<file path="config.mk">
export PLATFORM = sky130hd
export DESIGN_NAME = median_bisect_ctrl
export DESIGN_NICKNAME = d
export VERILOG_FILES = /design/src/rtl/median_bisect_ctrl.sv
export SDC_FILE = /design/constraint.sdc
export NUM_CORES = 1
export LEC_CHECK = 0
export BUFFER_PORTS_ARGS = -buffer_cell sky130_fd_sc_hd__buf_4
export CORE_ASPECT_RATIO = 2
export CORE_UTILIZATION = 57
export DETAILED_ROUTE_END_ITERATION = 8
export PLACE_DENSITY = 0.92
export SLEW_MARGIN = 20
export SYNTH_ARGS = -nofsm -noshare
export SYNTH_HDL_FRONTEND = slang
export SYNTH_SLANG_ARGS = --single-unit
</file>
<file path="constraint.sdc">
create_clock -name clock -period 4.1 [get_ports clock]
set_clock_uncertainty 0.2 [all_clocks]
set_input_delay 0.82 -clock clock [delete_from_list [all_inputs] [get_ports clock]]
set_output_delay 0.82 -clock clock [all_outputs]
set_load 0.05 [all_outputs]
</file>
<file path="src/rtl/median_bisect_ctrl.sv">
// median_bisect_ctrl: bisection controller that finds the MEDIAN_POS-th smallest 8-bit pixel of a window
// Ports: clock/reset (async, active-low); en starts a window from idle or chains one from emit;
// cfg_pivot/cfg_pivot_wr/cfg_pivot_full issue pivots to the counting stage;
// res_count/res_count_rd/res_count_empty take back first-word-fall-through counts of pixels <= pivot;
// median/median_wr/median_full emit one result per window; iter_count, busy and sticky err_count report status.
module median_bisect_ctrl #(
    parameter int MEDIAN_POS    = 512,
    parameter int BUFF_SIZE     = 1024,
    parameter int BUFF_SIZE_BIT = 16
) (
    input  logic                     clock,
    input  logic                     reset,
    input  logic                     en,
    output logic [7:0]               cfg_pivot,
    output logic                     cfg_pivot_wr,
    input  logic                     cfg_pivot_full,
    input  logic [BUFF_SIZE_BIT-1:0] res_count,
    output logic                     res_count_rd,
    input  logic                     res_count_empty,
    output logic [7:0]               median,
    output logic                     median_wr,
    input  logic                     median_full,
    output logic [3:0]               iter_count,
    output logic                     busy,
    output logic                     err_count
);
    localparam logic [BUFF_SIZE_BIT-1:0] MPOS  = BUFF_SIZE_BIT'(MEDIAN_POS);
    localparam logic [BUFF_SIZE_BIT-1:0] BSIZE = BUFF_SIZE_BIT'(BUFF_SIZE);

    typedef enum logic [2:0] {S_IDLE, S_ISSUE, S_WAIT, S_UPDATE, S_EMIT} state_t;

    state_t                   state_q, state_d;
    logic [7:0]               lo_q, lo_d, hi_q, hi_d, pivot_q, pivot_d, median_q, median_d;
    logic [3:0]               it_q, it_d, iter_q, iter_d;
    logic [BUFF_SIZE_BIT-1:0] count_q, count_d;
    logic                     err_q, err_d;
    logic                     ge, start;
    logic [7:0]               lo_n, hi_n;
    logic [8:0]               sum;

    always_comb begin
        ge    = count_q >= MPOS;
        lo_n  = ge ? lo_q : pivot_q + 8'd1;
        hi_n  = ge ? pivot_q : hi_q;
        sum   = {1'b0, lo_n} + {1'b0, hi_n};
        start = en && (state_q == S_IDLE || (state_q == S_EMIT && !median_full));
        state_d      = state_q;
        lo_d         = lo_q;
        hi_d         = hi_q;
        it_d         = it_q;
        pivot_d      = pivot_q;
        median_d     = median_q;
        iter_d       = iter_q;
        count_d      = count_q;
        err_d        = err_q;
        cfg_pivot_wr = 1'b0;
        res_count_rd = 1'b0;
        median_wr    = 1'b0;
        case (state_q)
            S_ISSUE: begin
                cfg_pivot_wr = !cfg_pivot_full;
                it_d         = cfg_pivot_full ? it_q : it_q + 4'd1;
                state_d      = cfg_pivot_full ? S_ISSUE : S_WAIT;
            end
            S_WAIT: begin
                res_count_rd = !res_count_empty;
                count_d      = res_count_empty ? count_q : res_count;
                state_d      = res_count_empty ? S_WAIT : S_UPDATE;
            end
            S_UPDATE: begin
                lo_d     = lo_n;
                hi_d     = hi_n;
                err_d    = err_q || (count_q > BSIZE);
                median_d = (lo_n == hi_n) ? lo_n : median_q;
                iter_d   = (lo_n == hi_n) ? it_q : iter_q;
                pivot_d  = (lo_n == hi_n) ? pivot_q : sum[8:1];
                state_d  = (lo_n == hi_n) ? S_EMIT : S_ISSUE;
            end
            S_EMIT: begin
                median_wr = !median_full;
                state_d   = median_full ? S_EMIT : S_IDLE;
            end
            default: state_d = state_q;
        endcase
        // Both idle start and chained restart after an emit share this initialisation.
        if (start) begin
            lo_d    = 8'd0;
            hi_d    = 8'd255;
            it_d    = 4'd0;
            pivot_d = 8'd127;
            state_d = S_ISSUE;
        end
    end

    always_ff @(posedge clock or negedge reset) begin
        if (!reset) begin
            state_q  <= S_IDLE;
            lo_q     <= 8'd0;
            hi_q     <= 8'd255;
            it_q     <= 4'd0;
            pivot_q  <= 8'd0;
            median_q <= 8'd0;
            iter_q   <= 4'd0;
            count_q  <= '0;
            err_q    <= 1'b0;
        end else begin
            state_q  <= state_d;
            lo_q     <= lo_d;
            hi_q     <= hi_d;
            it_q     <= it_d;
            pivot_q  <= pivot_d;
            median_q <= median_d;
            iter_q   <= iter_d;
            count_q  <= count_d;
            err_q    <= err_d;
        end
    end

    assign cfg_pivot  = pivot_q;
    assign median     = median_q;
    assign iter_count = iter_q;
    assign busy       = state_q != S_IDLE;
    assign err_count  = err_q;
endmodule

</file>
==> summary.md <==
| Metric | Value |
|---|---|
| Outcome | finished clean |
| Per-cell routed wire length | between 15 and 20 um |
| Fillers | roughly 350 |
| Post-synth EDFFs | 0 |
| Yosys reg bits | 60 |
| Layout cells sized above 1 | 31.2% |
| Max-cap check violation count | 0 |
| Ys async rst share | 100% |
| Die W | approximately 54 um |
| Final worst path period share | a little over nine tenths |
| Synth Cell Area | 0.00312 mm2 |
| Power Internal | roughly 1700 uW |
| ANT cells | 0 |
| Final setup vio count | 0 |
| Hold_buf cts | 0 |
| Worst Setup Path Type | flop to flop |
| GPL Wtd Cong | 0.921 |
| Main synth FF type | dfrtp_1 |
| Register area share after synthesis | 48.4% |
| Grt ovf | 0 |
| Antenna Violating Nets Remaining | 0 |
| Clock buffer depth | 2 |
| Max FO, Critical Path | 25 |
| CP Launch Type | flop |
| Most frequent cells in the layout | buf_4 (57), dfrtp_1 (52), nand2_1 (43), mux2_2 (22), nor2_1 (21) |
| Worst-Margin Slew | about 0.8 ns |
| Commonest non-fill, non-tap cell in the layout | buf_4 |
| Die Height | 107 um |
| First-pass GRT wire length | between 10000 and 15000 um |
| Clock period minus worst slack | 3.86 ns |
| First-pass DRT Iterations | 5 |
| P&R area growth vs syn | 21.1% |
| Fmax | 259 MHz |
| Final nets | 393 |
| Initial core utilization | roughly 60% |
| Detailed-placement wirelength estimate | around 5400 um |
| Vias | approximately 2600 |
| Vias/cell | 6.19 |
| PortBufs | 46 |
| Synth unique cells | 46 |
| Pwr/cell area | 757 mW/mm2 |
| CTS Sinks | 60 |
| Clock latency at the later pin of the worst-skew pair | between 0.3 and 0.4 ns |
| Clock transition at path regs | approximately 0.06 ns |
| Flop pwr share | approximately a third |
| IO Pins | 47 |
| Slew Limit Fails | 0 |
| Gr usage total | 31.4% |
| Worst setup margin | 0.238 ns |
| Critical path data arrival time | between 3 and 4 ns |
| Clock network power share | slightly above 20% |
| Clock root buffer | clkbuf_8 |
| TritonCTS clock tree | built |
| Leak Pwr | between 0.0015 and 0.002 uW |
| Comb pwr share | 45.3% |
| Die area | roughly 0.0058 mm2 |
| Drt initial violations | 113 |
| Sw power | 1180 uW |
| CP endpoint kind | flop |
| Number of remaining DRC errors | 0 |
| Ys Warns | 0 |
| Post-Syn Nets | approximately 340 |
| HP Class | flop to flop |
| Post-Syn Instances | approximately 310 |
| Number of global-route vias before repair | between 2000 and 3000 |
| Dpl ws | 0.0965 ns |
| H-tree depth | 3 |
| RSZ-0062 raised after global routing | no |
| Data required time of the worst path | 4.14 ns |
| TritonCTS Buffers | 9 |
| Number of cell rows | 37 |
| Mean post-synth cell area | just over 10 um2 |
| DRT Wirelength | roughly 7700 um |
| Relative slew margins | a little under half |
| Largest net degree at the start of global routing | 61 |
| Final hold violations | 0 |
| VDD IR max | between 0.6 and 0.7 mV |
| Sw Ratio | around two fifths |
| Core ar. | around 0.0052 mm2 |
| Antenna violations before repair | 0 |
| Final setup TNS | 0 ns |
-- final timing paths --
path	slack [ns]	endpoint	start	cells past startpoint
worst max register to register	0.24	iter_count[2]	count_q[15]	10
min in group asynchronous	0.33	cfg_pivot[7]	reset	1
worst max-delay path	0.24	iter_count[2]	count_q[15]	10
worst min register to register	0.29	median[1]	median[1]	2
worst min-delay path	0.29	median[1]	median[1]	2
max in group asynchronous	2.88	iter_count[1]	reset	1
-- flip-flops by register name, summed over array words and instances, names as in the netlist --
| signal | cells |
|---|---|
| median | 8 |
| it_q | 4 |
| hi_q | 8 |
| state_q | 3 |
| lo_q | 8 |
| cfg_pivot | 8 |
| iter_count | 4 |
| err_count | 1 |
| count_q | 16 |
-- kinds of logic (layout without fill, tap and decap cells) --
family | Yosys count | after routing | synth area share, %
flip-flops | 60 | 60 | 48.4
AO/OA/AOI/OAI | 60 | 60 | 12.3
XOR/XNOR | 18 | 18 | 5.05
buffers and inverters | 25 | 82 | 3.65
AND/OR/NAND/NOR | 109 | 109 | 17.0
multiplexers | 25 | 25 | 8.89
adder cells (fa/ha/maj) | 11 | 11 | 4.65
-- critical path, cell delays in order (launching register included) --
cell and delay [ns]:
dfrtp_1 0.37, or4_4 0.55, or4_1 0.40, buf_4 0.24
nor2_1 0.17, nor2_1 0.08, ha_1 0.34, or4_1 0.57
nor2_2 0.22, nand2_2 0.24, mux2_2 0.36
-- layer usage --
layer | up-vias | GRT usage [%] | part of all wire [%]
li1 | 1187 | - | -
met1 | 1287 | 35.0 | 35
met2 | 110 | 48.8 | 53
met3 | 34 | 8.51 | 5.0
met4 | 0 | 22.5 | 6.5
met5 | - | 0 | 0
-- metrics by stage --
step                      std cells  area [um2]  hold slack [ns]  power, uW  util (%)
after floorplan                 308        3120            0.248       1870         -
after global placement          407        3560            0.265       2210      68.6
after detailed placement        407        3560            0.257       2250      68.6
after CTS                       423        3770            0.290       2850      72.8
after global routing            423        3780            0.325       3020      72.9
final                           423        3780            0.290       2860      72.9
-- area by class of cell --
type	count	area [um2]	share of cell area, %
clock inverter	5	75.1	1.98
timing repair buffer	57	428	11.3
multi-input combinational	223	1520	40.2
clock buffer	11	141	3.74
inverter	9	33.8	0.893
tap	58	72.6	1.92
sequential	60	1510	40.0
-- Yosys cell counts (3+ instances only) --
cell type	instances	area (um2)
ha_1	10	125
dfstp_2	8	210
buf_2	4	20.0
nand2b_1	3	18.8
mux2i_1	3	30.0
clkbuf_1	9	33.8
o21ai_0	13	65.1
o22a_1	7	61.3
a21o_1	5	37.5
dfrtp_1	52	1300
and3_1	4	25.0
nor3_1	8	40.0
nor4_1	3	18.8
a31oi_1	4	25.0
nand2_1	44	165
xor2_1	8	70.1
a21oi_1	15	75.1
or4_1	3	22.5
nor2_1	23	86.3
inv_1	9	33.8
xnor2_1	10	87.6
nand3_1	8	40.0
mux2_2	22	248
o22ai_1	6	37.5
-- power by group through the flow --
stage	registers [uW]	clock network, uW	logic (uW)
CTS	968	595	1290
global placement	965	0	1250
detailed placement	974	0	1270
finish	972	592	1300
floorplan	1000	0	870
global route	995	614	1410
-- repair_timing --
item | in CTS | in global routing
endpoints found under the setup margin | 0 | 16
setup buffers | 0 | 0
resized for setup | 0 | 2
No activity file was read; power rests on OpenSTA's default activity.
